===== src/rtl/reg_bus_sequencer.sv =====
// reg_bus_sequencer
//   Sequences register-to-register moves over a shared output-enabled bus.
//   Two requesters (A, B) are arbitrated round-robin. An accepted request
//   drives enable[src] for two cycles, pulses load[dst] in the second one,
//   then reports done. Malformed requests (src==dst or an index past NREG)
//   are answered with a one-cycle err pulse and never touch the bus.
//
// Ports
//   clock, reset          rising-edge clock, async active-high reset
//   a_valid/a_src/a_dst   port A request; a_ready = accepted this cycle
//   b_valid/b_src/b_dst   port B request; b_ready = accepted this cycle
//   enable[NREG]          one-hot output-enable strobes to the registers
//   load[NREG]            one-hot load strobes to the registers
//   busy                  sequencer not idle
//   done / err            one-cycle completion / rejection pulses
//   done_port             owner of the completed/rejected request (0=A, 1=B)
//   xfer_count            successful transfers, wraps at 2^CNT_W
module reg_bus_sequencer #(
   parameter int NREG  = 4,
   parameter int IDX_W = 2,
   parameter int CNT_W = 8
) (
   input  logic             clock,
   input  logic             reset,
   input  logic             a_valid,
   input  logic [IDX_W-1:0] a_src,
   input  logic [IDX_W-1:0] a_dst,
   output logic             a_ready,
   input  logic             b_valid,
   input  logic [IDX_W-1:0] b_src,
   input  logic [IDX_W-1:0] b_dst,
   output logic             b_ready,
   output logic [NREG-1:0]  enable,
   output logic [NREG-1:0]  load,
   output logic             busy,
   output logic             done,
   output logic             done_port,
   output logic             err,
   output logic [CNT_W-1:0] xfer_count
);

   localparam logic [2:0] IDLE  = 3'd0;
   localparam logic [2:0] DRIVE = 3'd1;
   localparam logic [2:0] LATCH = 3'd2;
   localparam logic [2:0] DONE  = 3'd3;
   localparam logic [2:0] ERR   = 3'd4;

   // One extra bit so NREG == 2^IDX_W still compares correctly.
   localparam logic [IDX_W:0] NREG_L = (IDX_W + 1)'(NREG);

   logic [2:0]       state_q, state_d;
   logic [IDX_W-1:0] src_q, src_d;
   logic [IDX_W-1:0] dst_q, dst_d;
   logic             port_q, port_d;
   logic             rr_q, rr_d;       // 0: A preferred on contention, 1: B
   logic [CNT_W-1:0] cnt_q, cnt_d;

   logic             idle;
   logic             gnt_a, gnt_b;
   logic [IDX_W-1:0] req_src, req_dst;
   logic             req_bad;

   assign idle  = (state_q == IDLE);
   assign gnt_a = idle && a_valid && (!b_valid || !rr_q);
   assign gnt_b = idle && b_valid && (!a_valid ||  rr_q);

   // state_q is already IDLE while reset is high, but the readies are
   // combinational on the valids, so they need an explicit reset gate.
   assign a_ready = gnt_a && !reset;
   assign b_ready = gnt_b && !reset;

   assign req_src = gnt_b ? b_src : a_src;
   assign req_dst = gnt_b ? b_dst : a_dst;
   assign req_bad = (req_src == req_dst) ||
                    ({1'b0, req_src} >= NREG_L) ||
                    ({1'b0, req_dst} >= NREG_L);

   always_comb begin
      state_d = state_q;
      src_d   = src_q;
      dst_d   = dst_q;
      port_d  = port_q;
      rr_d    = rr_q;
      cnt_d   = cnt_q;
      case (state_q)
         IDLE: begin
            if (gnt_a || gnt_b) begin
               src_d   = req_src;
               dst_d   = req_dst;
               port_d  = gnt_b;
               rr_d    = !gnt_b;
               state_d = req_bad ? ERR : DRIVE;
            end
         end
         DRIVE: state_d = LATCH;
         LATCH: state_d = DONE;
         DONE: begin
            cnt_d   = cnt_q + 1'b1;
            state_d = IDLE;
         end
         ERR:     state_d = IDLE;
         default: state_d = IDLE;
      endcase
   end

   always_ff @(posedge clock or posedge reset) begin
      if (reset) begin
         state_q <= IDLE;
         src_q   <= '0;
         dst_q   <= '0;
         port_q  <= 1'b0;
         rr_q    <= 1'b0;
         cnt_q   <= '0;
      end else begin
         state_q <= state_d;
         src_q   <= src_d;
         dst_q   <= dst_d;
         port_q  <= port_d;
         rr_q    <= rr_d;
         cnt_q   <= cnt_d;
      end
   end

   // Moore strobes: indices are range-checked before DRIVE is entered, so
   // the decodes below are one-hot whenever they are active, and load[src]
   // cannot fire because src != dst.
   always_comb begin
      enable = '0;
      load   = '0;
      for (int i = 0; i < NREG; i++) begin
         if ((state_q == DRIVE || state_q == LATCH) && src_q == IDX_W'(i))
            enable[i] = 1'b1;
         if (state_q == LATCH && dst_q == IDX_W'(i))
            load[i] = 1'b1;
      end
   end

   assign busy       = !idle;
   assign done       = (state_q == DONE);
   assign err        = (state_q == ERR);
   assign done_port  = (done || err) && port_q;
   assign xfer_count = cnt_q;

endmodule


===== config.mk =====
export PLATFORM = sky130hd
export DESIGN_NAME = reg_bus_sequencer
export DESIGN_NICKNAME = d
export VERILOG_FILES = /design/src/rtl/reg_bus_sequencer.sv
export SDC_FILE = /design/constraint.sdc
export NUM_CORES = 1
export LEC_CHECK = 0
export CORE_MARGIN = 1
export CORE_UTILIZATION = 38
export DETAILED_ROUTE_END_ITERATION = 7
export PLACE_DENSITY = 0.73
export RECOVER_POWER = 100
export SLEW_MARGIN = 20
export SYNTH_ARGS = -nofsm -noshare
export SYNTH_HDL_FRONTEND = slang
export SYNTH_SLANG_ARGS = --single-unit

===== constraint.sdc =====
create_clock -name clock -period 1.28 [get_ports clock]
set_input_delay 0.256 -clock clock [delete_from_list [all_inputs] [get_ports clock]]
set_output_delay 0.256 -clock clock [all_outputs]
set_load 0.005 [all_outputs]

# == After elaboration in Yosys (flattened, before gate mapping) ==
# Cells that the tools add are included.
# totals
reg_bits,17
in_bits,12
output_inout_bits,22
elab_cells,62
# op_classes
n_addsub,1
eq_ne,12
mux,13
reduce_logical,30
# op_table
operator,n
$logic_and 1x1->1,15
$pmux 3 s3,1
$add 8x1->8 const B,1
$eq 2x2->1 const B,4
$mux 1,8
$eq 3x2->1 const B,2
$logic_not 1->1,6
$mux 3,2
$logic_or 1x1->1,5
$eq 2x1->1 const B,2
$logic_not 2->1,2
$mux 2,2
$eq 3x1->1 const B,1
$eq 3x3->1 const B,1
$logic_not 3->1,1
$eq 2x2->1,1
$ne 2x1->1 const B,1
$reduce_and 2->1,1

# == Logic depth before layout (Yosys ltp) ==
# depth
ltp_word,8
ltp_mapped,4
depth_no_buf,4

# == Worst setup path after synthesis ==
# OpenSTA, ideal clock, no wires.
# synth_timing
path_type,register to register
start,reg state_q[2]
end,"reg cnt_q[1], in the netlist xfer_count[1]"
setup_time_ps,125
t_arrival_ps,1212
t_required_ps,1155
slack_ps,-56
stages_incl_launch_ff,4
path_buffers,0
synth_period_minus_slack_ps,1336
path_cell_list,dfrtp_1 nand2b_1 nor2_2 mux2_2
# synth_via
elab_chain_len,1
# synth_lines
item,line_no,source
from (decl),51,"logic [2:0] state_q, state_d;"
from (signal assigned),115,state_q <= state_d;
$eq 3x2->1,-,
via done,36,"output logic done,"
to (signal assigned),120,cnt_q <= cnt_d;
to (decl),56,"logic [CNT_W-1:0] cnt_q, cnt_d;"
# The timed path passes the listed nets, and every way through them passes these cells.
# A chain may end at the register's enable or synchronous reset.

# == Worst setup path after layout ==
# layout_timing
start,reg state_q[1]
end,out enable[3]
# layout_via
elab_chain_len,4
elab_cells_between_ends,5
classes_between,eq/ne (2); mux (1); reduce/logical (2)
# layout_lines
item,line_no,source
$eq 3x1->1 / $eq 3x2->1 (equally long branches),131,if ((state_q == DRIVE || state_q == LATCH) && src_q == IDX_W'(i))
$logic_or 1x1->1 *,131,
$logic_and 1x1->1 *,131,
$mux 1 *,131,
to (decl),33,"output logic [NREG-1:0] enable,"
# Mark *: on every way between the ends. The rest lies on a longest branch, timed or not.

==> impl_metrics.prom <==
# TYPE chip_impl_metric gauge
chip_impl_metric{name="io_buffers",unit=""} 33
chip_impl_info{name="violations",value="setup timing"} 1
chip_impl_info{name="min_from",value="port_q"} 1
chip_impl_metric{name="vias_in_the_first_global_route",unit=""} 983
chip_impl_metric{name="synth.net_count",unit=""} 101
chip_impl_info{name="timing.setup.critical_path_class",value="reg2out"} 1
chip_impl_metric{name="std_cell_rows",unit=""} 17
chip_impl_metric{name="worst-endpoint-arrival",unit="ps"} 1540
chip_impl_info{name="synth_largest_area_cell",value="dfrtp_1"} 1
chip_impl_info{name="rsz0062_at_grt",value="true"} 1
chip_impl_metric{name="synth-seq-area-share",unit=""} 0.480
chip_impl_metric{name="worstPathMaxFanout",unit=""} 4
chip_impl_metric{name="power_density",unit="nW/um^2"} 2360
chip_impl_metric{name="place_ws",unit="ps"} -546
chip_impl_metric{name="drive_above_1_share",unit=""} 0.527
chip_impl_metric{name="iter_0_drt_violations",unit=""} 9
chip_impl_metric{name="max-clock-path-buffers",unit=""} 2
chip_impl_metric{name="post_drt_wl_per_cell",unit="um"} 14.2
chip_impl_metric{name="ports",unit=""} 34
chip_impl_info{name="flip_flop_cell_with_the_highest_count_after_synthesis",value="dfrtp_1"} 1
chip_impl_metric{name="cts.sinks",unit=""} 17
chip_impl_metric{name="tightestPinTransition",unit="ps"} 426
chip_impl_metric{name="floorplan_die_width",unit="um"} 50.3
chip_impl_metric{name="synthesis.area",unit="sq um"} 887
chip_impl_metric{name="die_y",unit="um"} 50.3
chip_impl_metric{name="postSynth.asyncResetShare",unit=""} 1.00
chip_impl_metric{name="global_route.usage.total",unit=""} 0.229
chip_impl_metric{name="achievable-frequency",unit="GHz"} 0.557
chip_impl_metric{name="post_synth_num_cell_types",unit=""} 27
chip_impl_info{name="outcome",value="finished with violations"} 1
chip_impl_metric{name="postSynthCellCount",unit=""} 88
chip_impl_metric{name="postSynthAreaPerCell",unit="sq um"} 10.1
chip_impl_metric{name="stdcell_count",unit=""} 193
chip_impl_metric{name="h-tree-depth",unit=""} 1
chip_impl_metric{name="dr_total_vias",unit=""} 948
chip_impl_metric{name="vias_per_cell",unit=""} 4.91
chip_impl_metric{name="clock-skew-final",unit="ps"} 0.871
chip_impl_info{name="tritoncts",value="done"} 1
chip_impl_metric{name="maxCapViolCount",unit=""} 0
chip_impl_metric{name="place.gp.congestion",unit=""} 0.685
chip_impl_metric{name="detailedPlacementHpwl",unit="um"} 1630
chip_impl_metric{name="wirelength",unit="um"} 2740
chip_impl_metric{name="post-route-worst-setup-slack",unit="ps"} -515
chip_impl_metric{name="post-route-util",unit=""} 0.788
chip_impl_metric{name="maxSlewHeadroom",unit=""} 0.716
chip_impl_metric{name="number_of_nets_with_antenna_violations_after_detailed_routing",unit=""} 0
chip_impl_metric{name="p_leak",unit="nW"} 0.857
chip_impl_metric{name="cts_buffers",unit=""} 3
chip_impl_info{name="hold_path_class",value="reg2reg"} 1
chip_impl_metric{name="timing.final.hold_violations",unit=""} 0
chip_impl_info{name="synth.top_cells.by_area",value="dfrtp_1 (48%), xnor2_1 (9.9%), mux2i_1 (5.6%), nand2_1 (5.5%), nor2_1 (3.0%)"} 1
chip_impl_metric{name="grt_overflow_total",unit=""} 0
chip_impl_metric{name="grt_antenna_before_repair",unit=""} 0
chip_impl_metric{name="timing.reg2reg.worst_path_depth",unit=""} 9
chip_impl_info{name="worstSetupStartpointType",value="register"} 1
chip_impl_metric{name="nets",unit=""} 179
chip_impl_metric{name="worst_ep_required_time",unit="ps"} 1020
chip_impl_metric{name="synth_top_cell_area_share",unit=""} 0.480
chip_impl_metric{name="synth-edff-count",unit=""} 0
chip_impl_metric{name="final_layout_worst_hold_slack",unit="ps"} 499
chip_impl_metric{name="pin_count_of_the_biggest_net_entering_global_routing",unit=""} 18
chip_impl_metric{name="max-vdd-ir-drop",unit="uV"} 1780
chip_impl_metric{name="effective_utilization_at_floorplan",unit=""} 0.401
chip_impl_metric{name="core",unit="sq um"} 2210
chip_impl_metric{name="report.final.slew_viol_count",unit=""} 0
chip_impl_metric{name="place_inst",unit=""} 166
chip_impl_metric{name="totalPowerFinal",unit="mW"} 4.11
chip_impl_metric{name="setup_viol",unit=""} 30
chip_impl_info{name="worst_r2r_startpoint",value="state_q[1]"} 1
chip_impl_metric{name="post-route-min-period",unit="ps"} 1800
chip_impl_info{name="worst_setup_path_endpoint",value="enable[3]"} 1
chip_impl_metric{name="die-area",unit="sq um"} 2530
chip_impl_info{name="root_buffer",value="clkbuf_4"} 1
chip_impl_metric{name="worstSkewPairLatency",unit="ps"} 290
chip_impl_info{name="startpoint",value="state_q[1]"} 1
chip_impl_metric{name="grt_pass1_wl",unit="um"} 4270
chip_impl_metric{name="period_share",unit=""} 1.40
chip_impl_metric{name="synth_seq_cells",unit=""} 17
chip_impl_metric{name="drt_pass1_iterations",unit=""} 4
chip_impl_metric{name="clk_transition_reported_paths",unit="ps"} 100
chip_impl_metric{name="synthesis.yosys.warnings",unit=""} 0
chip_impl_info{name="worstReg2RegEnd",value="src_q[1]"} 1
chip_impl_metric{name="route.detailed.drc",unit=""} 0
chip_impl_info{name="crit_path_end_kind",value="primary output"} 1
chip_impl_metric{name="ff2ff_setup_slack",unit="ps"} -360
chip_impl_metric{name="flow.area_growth_from_synthesis",unit="%"} 96.5
chip_impl_metric{name="antennaDiodeCount",unit=""} 0
power breakdown:
group | switching [mW] | internal [mW]
combinational | 1.13 | 1.65
sequential | 0.270 | 0.754
clock | 0.179 | 0.116
total | 1.58 | 2.52
per-layer routing:
layer  vias to the layer above  share of wire  track usage
met4                         0          0.031       0.0926
li1                        460              -            -
met2                        37           0.56        0.453
met5                         -              0            0
met3                         8          0.047       0.0364
met1                       443           0.36        0.233
cell type report:
type / count / area, sq um
clock inverter: 1 / 5.00
tap: 28 / 35.0
sequential: 17 / 429
inverter: 3 / 11.3
clock buffer: 3 / 22.5
fill: 166 / 469
multi-input combinational: 68 / 608
timing repair buffer: 73 / 632
kinds of logic (layout without fill, tap and decap cells):
kind of cell               count (synthesis)  count (layout)  share of synthesized area
adders and majority gates                  1               1                     0.0141
AOI/OAI and AO/OA                         10              10                     0.0635
DFF                                       17              17                      0.480
buffers and inverters                      3              80                     0.0127
xor gates and xnor gates                  12              12                      0.118
and+or+nand+nor                           39              39                      0.243
muxes                                      6               6                     0.0691
Yosys cell counts, types with 2 or more instances:
cell type and instances:
dfrtp_1 17, nand2_1 13, xnor2_1 10, nor2_1 7
mux2i_1 5, o21ai_0 5, and3_1 3, inv_1 3
nand2b_1 3, nand4_1 3, nand3_1 2, xor2_1 2
how the worst min path moves through the flow:
stage,cells after the start,endpoint,slack (ps)
after CTS,4,src_q[1],460
final,2,port_q,500
after detailed placement,1,xfer_count[7],460
after global placement,1,xfer_count[7],460
after global routing,2,port_q,520
after floorplan,1,dst_q[0],180
flip-flops by register name (all words and copies together) (netlist names):
| register | cells |
|---|---|
| rr_q | 1 |
| port_q | 1 |
| state_q | 3 |
| src_q | 2 |
| dst_q | 2 |
| xfer_count | 8 |
per-stage QoR:
stage | TNS [ps] | instance area (sq um)
4_1_cts | -10640 | 1700
6_report | -9500 | 1740
3_5_place_dp | -8330 | 1390
3_3_place_gp | -7840 | 1390
2_1_floorplan | -5.92 | 892
5_1_grt | -11310 | 1740
cells in the final DEF (no fill, tap or decap), types with 2 or more instances in the layout:
master / count
nand2_1: 9
xor2_1: 2
clkdlybuf4s50_1: 10
and3_1: 2
inv_1: 2
o21ai_1: 6
clkbuf_2: 2
nand2b_4: 2
mux2i_1: 4
nand3_2: 2
xnor2_1: 8
dfrtp_1: 14
clkbuf_4: 3
nor2_1: 3
dfrtp_2: 3
nand2_2: 3
buf_6: 22
nand4_1: 3
buf_2: 11
nor2_4: 4
buf_4: 18
dlygate4sd2_1: 8
repair_timing:
action | CTS | global route
setup buffers | 25 | 6
setup endpoints to repair | 36 | 30
hold buffers | 0 | 0
pin swaps | 15 | 22
resized for setup | 105 | 24
critical path, stage by stage, from the launching register on:
cell and delay (ps):
dfrtp_2 500, xnor2_4 300, nor2_4 70, buf_6 120
and3_4 140, buf_6 110
Note: power is estimated with default switching activity, not from simulation.
